==> config.mk <==
export PLATFORM = sky130hd
export DESIGN_NAME = rdyack_group_accum
export DESIGN_NICKNAME = d
export VERILOG_FILES = /design/src/rtl/rdyack_group_accum.sv
export SDC_FILE = /design/constraint.sdc
export NUM_CORES = 1
export LEC_CHECK = 0
export BUFFER_PORTS_ARGS = -buffer_cell sky130_fd_sc_hd__buf_2
export CAP_MARGIN = 0
export CORE_ASPECT_RATIO = 0.75
export CORE_MARGIN = 5
export CORE_UTILIZATION = 46
export DETAILED_ROUTE_END_ITERATION = 7
export PLACE_DENSITY = 0.66
export SYNTH_ARGS = -nofsm -noshare
export SYNTH_HDL_FRONTEND = slang
export SYNTH_SLANG_ARGS = --single-unit
==> constraint.sdc <==
create_clock -name clk -period 5.9 [get_ports clk]
set_clock_uncertainty 0.15 [all_clocks]
set_input_delay 0.295 -clock clk [delete_from_list [all_inputs] [get_ports clk]]
set_output_delay 0.295 -clock clk [all_outputs]
set_load 0.02 [all_outputs]
==> src/rtl/rdyack_group_accum.sv <==
// Groups an unsigned rdy/ack sample stream into {sum, count} records, buffered in a
// 2-entry output FIFO so accumulation proceeds while the downstream stage stalls.
module rdyack_group_accum #(
  parameter int IW    = 11,
  parameter int GROUP = 4,
  parameter int OW    = IW + $clog2(GROUP),
  parameter int CW    = $clog2(GROUP + 1)
) (
  input  logic          clk,
  input  logic          rst,
  input  logic          irdy,
  output logic          iack,
  input  logic [IW-1:0] iint,
  input  logic          ilast,
  output logic          ordy,
  input  logic          oack,
  output logic [OW-1:0] osum,
  output logic [CW-1:0] ocnt
);

  logic [OW-1:0] r_acc;
  logic [CW-1:0] r_cnt;
  logic [1:0]    r_fcount;
  logic [OW-1:0] r_hsum, r_tsum;
  logic [CW-1:0] r_hcnt, r_tcnt;

  logic          w_closing;
  logic          w_push;
  logic          w_pop;
  logic [OW-1:0] w_sum;
  logic [CW-1:0] w_cnt;

  always_comb begin
    w_sum     = r_acc + OW'(iint);
    w_cnt     = r_cnt + CW'(1);
    w_closing = irdy && ((r_cnt == CW'(GROUP - 1)) || ilast);
    // Only closing beats need FIFO room; oack is deliberately not part of this term.
    iack      = irdy && rst && (!w_closing || (r_fcount != 2'd2));
    w_push    = iack && w_closing;
    w_pop     = (r_fcount != 2'd0) && oack;
  end

  assign ordy = (r_fcount != 2'd0);
  assign osum = r_hsum;
  assign ocnt = r_hcnt;

  always_ff @(posedge clk or negedge rst) begin
    if (!rst) begin
      r_acc <= '0;
      r_cnt <= '0;
    end else if (iack) begin
      if (w_closing) begin
        r_acc <= '0;
        r_cnt <= '0;
      end else begin
        r_acc <= w_sum;
        r_cnt <= w_cnt;
      end
    end
  end

  // Head entry drives the outputs directly; the tail shifts into the head on a pop.
  always_ff @(posedge clk or negedge rst) begin
    if (!rst) begin
      r_fcount <= '0;
      r_hsum   <= '0;
      r_hcnt   <= '0;
      r_tsum   <= '0;
      r_tcnt   <= '0;
    end else begin
      case ({w_push, w_pop})
        2'b10: begin
          if (r_fcount == 2'd0) begin
            r_hsum <= w_sum;
            r_hcnt <= w_cnt;
          end else begin
            r_tsum <= w_sum;
            r_tcnt <= w_cnt;
          end
          r_fcount <= r_fcount + 2'd1;
        end
        2'b01: begin
          if (r_fcount == 2'd2) begin
            r_hsum <= r_tsum;
            r_hcnt <= r_tcnt;
          end
          r_fcount <= r_fcount - 2'd1;
        end
        2'b11: begin
          if (r_fcount == 2'd1) begin
            r_hsum <= w_sum;
            r_hcnt <= w_cnt;
          end else begin
            r_hsum <= r_tsum;
            r_hcnt <= r_tcnt;
            r_tsum <= w_sum;
            r_tcnt <= w_cnt;
          end
        end
        default: ;
      endcase
    end
  end

endmodule
# == Yosys cells after proc, flatten, opt, wreduce, memory -nomap -nowiden ==
# Index checks and enable logic that the tools add are counted.
# word_totals
register_bits,50
latch_bits,0
ram_bits,0
romBits,0
in_bits,16
output_inout_bits,18
n_memories,0
# op_classes
addsub,4
multipliers,0
n_div,0
order_cmp,0
n_eq_ne,11
shift,0
n_mux,17
n_bitwise,0
n_reduce_logical,15
# op_table
operator,count
13-bit 2-to-1 mux,6
13-bit one-hot mux with 3 select lines,1
13-bit one-hot mux with 2 select lines,1
3-bit 2-to-1 mux,6
13-bit by 11-bit adder with 13-bit output,1
"2-bit inequality test, second input constant",5
3-bit one-hot mux with 3 select lines,1
"2-bit equality test, second input constant",3
3-bit one-hot mux with 2 select lines,1
3-bit AND reduction,2
2-bit nonzero test,3
1-bit logical AND,5
"2-bit by 1-bit equality test with 1-bit output, second input constant",2
2-bit one-hot mux with 2 select lines,1
"3-bit by 1-bit adder with 3-bit output, second input constant",1
"3-bit by 2-bit equality test with 1-bit output, second input constant",1
3-bit nonzero test,1
"2-bit by 1-bit adder with 2-bit output, second input constant",1
2-bit zero test,1
1-bit logical OR,2
"2-bit by 1-bit subtractor with 2-bit output, second input constant",1
1-bit zero test,1

# == Longest topological paths before layout ==
# logic_depth
depth_word,10
depth_mapped,12

# == Least setup slack after synthesis ==
# Ideal clock, no wire load.
# synth_timing
path_type,flip-flop to flip-flop
from,register r_cnt[0]
to,register r_tsum[10]
arrival_ns,2.416
t_required_ns,5.625
setup_slack_ns,3.210
path_stages_with_launch,11
path_buffers,1
cell_sequence,dfrtp_1 -> ha_1 -> ha_1 -> nor2_1 -> or3_1 -> inv_1 -> ha_1 -> nor2b_1 -> o21ai_1 -> clkbuf_1 -> mux2_2
# synth_via
elab_chain_len,10
word_cells_on_any_way,14
cone_classes,5 x eq/ne; 1 x mux; 8 x reduce/logical
# synth_rtl
element,line_no,source
"start, declared",22,logic [CW-1:0] r_cnt;
"start signal, assigned",57,r_cnt <= w_cnt;
3-bit by 2-bit equality test with 1-bit output *,36,w_closing = irdy && ((r_cnt == CW'(GROUP - 1)) || ilast);
1-bit logical OR *,36,
1-bit logical AND *,36,
1-bit zero test,38,iack = irdy && rst && (!w_closing || (r_fcount != 2'd2));
1-bit logical OR,38,
1-bit logical AND,38,
1-bit logical AND *,39,w_push = iack && w_closing;
2-bit equality test,71,"case ({w_push, w_pop})"
2-bit inequality test (no source line) or 2-bit nonzero test (tied branches),--,
3-bit AND reduction (no source line),--,
"end signal, assigned",77,r_tsum <= w_sum;
"end signal, assigned",96,r_tsum <= w_sum;
"end, declared",24,"logic [OW-1:0] r_hsum, r_tsum;"
# Mark *: on every way between the ends. The rest lies on a longest branch, timed or not.
# A chain may end at the register's enable or synchronous reset.

# == Worst setup path in the final report ==
# layout_timing
from,register r_cnt[0]
to,"register r_hsum[8], in the netlist osum[8]"
# layout_via
elab_chain_len,10
word_cells_on_any_way,15
cone_classes,6 x eq/ne; 1 x mux; 8 x reduce/logical
# layout_rtl
element,line_no,source
3-bit by 2-bit equality test with 1-bit output *,36,
1-bit logical OR *,36,
1-bit logical AND *,36,
1-bit zero test,38,
1-bit logical OR,38,
1-bit logical AND,38,
1-bit logical AND *,39,
2-bit by 1-bit equality test with 1-bit output or 2-bit equality test (tied branches),71,
2-bit inequality test (no source line) or 3-bit nonzero test (tied branches),--,
3-bit AND reduction (no source line),--,
"end signal, assigned",74,r_hsum <= w_sum;
"end signal, assigned",84,r_hsum <= r_tsum;
"end signal, assigned",91,r_hsum <= w_sum;
"end, declared",24,
# Marks and branches as above.

==> flow_metrics.py <==
metrics = {
    "run_status": {
        "outcome": "complete, no violations",
    },
    "cells_and_area": {
        "leading_cell_type_in_the_layout_fill_and_taps_excluded": "sky130_fd_sc_hd__dfrtp_1",
        "antenna_cells_inserted": 0,
        "layout-area-overhead-vs-synth_pct": 12.3,
        "multiInputGateArea_sq_um": 1440,
        "fin_nets": 347,
        "final_cell_mix": "sky130_fd_sc_hd__dfrtp_1, sky130_fd_sc_hd__buf_2, sky130_fd_sc_hd__nor2_1, sky130_fd_sc_hd__nand2_1, sky130_fd_sc_hd__ha_1",
        "finish.utilization": 0.533,
        "filler_cell_count": 522,
        "layout.area.seq_sq_um": 1250,
        "drive_above_1_share": 0.186,
        "post-route-cell-area_sq_um": 3110,
    },
    "timing": {
        "grt_setup_unrepaired": "no",
        "finalCritPeriodShare": 0.544,
        "postLayoutSetupSlackWorst_ns": 2.69,
        "finalSetupViolCount": 0,
        "tns_ns": 0,
        "timing_hold_violations_final": 0,
        "final_period_minus_worst_setup_slack_ns": 3.21,
        "transition_time_of_the_tightest_slew_check_pin_ns": 1.16,
        "maxSlewHeadroom": 0.227,
        "max_slew_violation_count": 0,
        "fmax_mhz": 311,
    },
    "power_and_ir_drop": {
        "vdd.ir_drop.worst_mv": 0.220,
        "swShare": 0.434,
        "clock_power_share": 0.122,
        "pwr_density_cell_nw_per_um2": 534,
        "cell_internal_pwr_w": 0.000939,
        "power.static_leakage_nw": 1.49,
        "seq_power_share": 0.353,
        "power.share.combinational": 0.525,
        "power.switching_w": 0.000719,
    },
    "clock_tree": {
        "ctsRootBufferMaster": "sky130_fd_sc_hd__clkbuf_8",
        "ctsResizeCount": 0,
        "worst_setup_hold_path_clk_slew_ns": 0.10,
        "clk-insertion-delay-late_ns": 0.31,
        "cts.hold.buffers_added": 0,
        "postCtsSetupBuffers": 0,
        "clock_tree.buffer_depth": 2,
        "clock-sinks": 50,
        "htree_levels": 2,
        "tritoncts": "built",
        "cts_inserted_buffers": 5,
    },
    "placed_design": {
        "place.port_buffers": 33,
        "post_dp_cell_area_sq_um": 3020,
        "pre_cts_slack_ns": 2.72,
        "globalplace.congestion": 0.811,
        "detailed_place_hpwl_um": 4530,
    },
    "synthesis": {
        "yosysWarningCount": 0,
        "register_area_share_after_synthesis": 0.452,
        "syn_area_sq_um": 2770,
        "synth_cells": 276,
        "syn_avg_cell_area_sq_um": 10.0,
        "synth_seq_cells": 50,
        "synth_enable_flop_cells": 0,
        "synth_flop_cell": "sky130_fd_sc_hd__dfrtp_1",
        "synth.net_count": 313,
        "synth-async-reset-ratio": 1.00,
        "synthDistinctLibCells": 46,
    },
    "route": {
        "drt-pass1-iter-count": 4,
        "ant_nets": 0,
        "dr_vias_cell": 5.50,
        "first_iter_violations": 91,
        "route.vias.total": 2138,
        "routed_wire_length_per_instance_um": 16.2,
        "remaining_drc_errors": 0,
        "wirelength_um": 6310,
    },
    "global_routing": {
        "maximum_number_of_pins_on_one_net_before_global_route_repair": 53,
        "grt_usage": 0.173,
        "vias_in_the_first_global_route": 2134,
        "grt_first_pass_wirelength_um": 10700,
        "overflow": 0,
        "grt_antenna_before_repair": 0,
    },
    "setup_path": {
        "worst-endpoint-arrival_ns": 3.30,
        "slowest_stage": "sky130_fd_sc_hd__nor3_1",
        "worst_ep_required_time_ns": 5.99,
        "critical_path.startpoint_type": "flip-flop",
        "crit_chain": "ha_1, ha_1, nor2_1, or3_1, ha_1, nor2b_1, nor3_1, buf_4, and3_1, mux2i_1, nand3_1",
        "critical_path.n_buffers_inverters": 1,
        "worstSetupEndpointType": "flip-flop",
        "worst-setup-path-type": "flip-flop to flip-flop",
        "worst_path_largest_cell_delay_ns": 0.74,
        "critical-path-top-delay-family": "simple AND/OR/NAND/NOR gates",
        "cp_common_cell": "sky130_fd_sc_hd__ha_1",
        "critPathMaxFanout": 8,
    },
    "floorplanning": {
        "placementRows": 24,
        "die-area_sq_um": 7680,
        "die_y_um": 77.2,
        "initial_standard_cell_utilization_of_the_core": 0.475,
        "die_w_um": 99.6,
        "core_sq_um": 5830,
        "pin_count": 34,
    },
    "min_path": {
        "type_of_the_tightest_min_delay_check": "primary input to asynchronous set/reset pin",
    },
    "job": {
        "cap_viol_max_count": 0,
    },
}
==> cells in the mapped netlist (all sizes together), types with 4 or more instances <==
master,instances,share of area
a211oi,4,0.015
a21o,4,0.011
a21oi,17,0.032
a221oi,8,0.025
a22o,8,0.025
clkbuf,8,0.011
dfrtp,50,0.45
ha,20,0.090
inv,12,0.016
mux2,9,0.037
nand2,22,0.030
nand3,6,0.011
nor2,28,0.038
o21ai,26,0.047
xnor2,9,0.028
==> worst register-to-register path, cell delays in order, from the launching register on <==
cell and delay (ns):
sky130_fd_sc_hd__dfrtp_1 0.42, sky130_fd_sc_hd__ha_1 0.18, sky130_fd_sc_hd__ha_1 0.20, sky130_fd_sc_hd__nor2_1 0.07
sky130_fd_sc_hd__or3_1 0.40, sky130_fd_sc_hd__ha_1 0.27, sky130_fd_sc_hd__nor2b_1 0.15, sky130_fd_sc_hd__nor3_1 0.74
sky130_fd_sc_hd__buf_4 0.28, sky130_fd_sc_hd__and3_1 0.15, sky130_fd_sc_hd__mux2i_1 0.06, sky130_fd_sc_hd__nand3_1 0.07
==> kinds of logic after synthesis <==
| family | after synthesis | synth area share |
|---|---|---|
| compound gates | 87 | 0.218 |
| simple gates | 75 | 0.123 |
| flops | 50 | 0.452 |
| buf+inv | 21 | 0.0312 |
| fa+ha+maj | 21 | 0.0976 |
| xor+xnor | 12 | 0.0380 |
| mux | 10 | 0.0402 |
==> layout make-up <==
cell class,count,share of cell area
Multi-Input combinational cell,205,0.462
Sequential cell,50,0.403
Timing Repair Buffer,36,0.0604
Tap cell,78,0.0314
Clock buffer,5,0.0222
Inverter,12,0.0145
Clock inverter,3,0.00685
==> flip-flops by register name, summed over array words and instances (netlist names) <==
name,count
r_fcount,2
osum,13
r_acc,13
r_tsum,13
r_tcnt,3
r_cnt,3
ocnt,3
==> worst paths after layout <==
| path | end | from | slack, ns | depth (start not counted) |
|---|---|---|---|---|
| max | osum[8]$_DFFE_PN0P_ | r_cnt[0]$_DFFE_PN0N_ | 2.69 | 11 |
| min | osum[6]$_DFFE_PN0P_ | rst | 0.02 | 2 |
| max reg2reg | osum[8]$_DFFE_PN0P_ | r_cnt[0]$_DFFE_PN0N_ | 2.69 | 11 |
| min reg2reg | ocnt[0]$_DFFE_PN0P_ | ocnt[0]$_DFFE_PN0P_ | 0.34 | 2 |
| max in group asynchronous | osum[9]$_DFFE_PN0P_ | rst | 5.14 | 2 |
| min in group clk | r_acc[0]$_DFFE_PN0N_ | iint[0] | 0.27 | 3 |
==> power by group through the flow <==
stage	Clock [W]	Sequential [W]	Combinational [W]
global placement	0	0.000590	0.000863
CTS	0.000208	0.000586	0.000878
finish	0.000203	0.000586	0.000870
detailed placement	0	0.000593	0.000873
global route	0.000222	0.000605	0.000981
floorplan	0	0.000636	0.000605
==> layer usage <==
layer | vias up | global-route usage | share of wire
met5 | - | 0 | 0
met4 | 0 | 0.0300 | 0.0025
met3 | 2 | 0.0399 | 0.065
met2 | 59 | 0.265 | 0.43
met1 | 1011 | 0.254 | 0.50
li1 | 1066 | - | -
==> metrics by stage <==
step                      total power (W)  hold WS (ns)  cells
after floorplan                   0.00124        -0.151    276
after global placement            0.00145         0.318    381
after detailed placement          0.00147         0.324    381
after CTS                         0.00167        0.0542    389
after global routing              0.00181        0.0810    389
final                             0.00166        0.0224    389
Power figures use the tool's default switching activity.
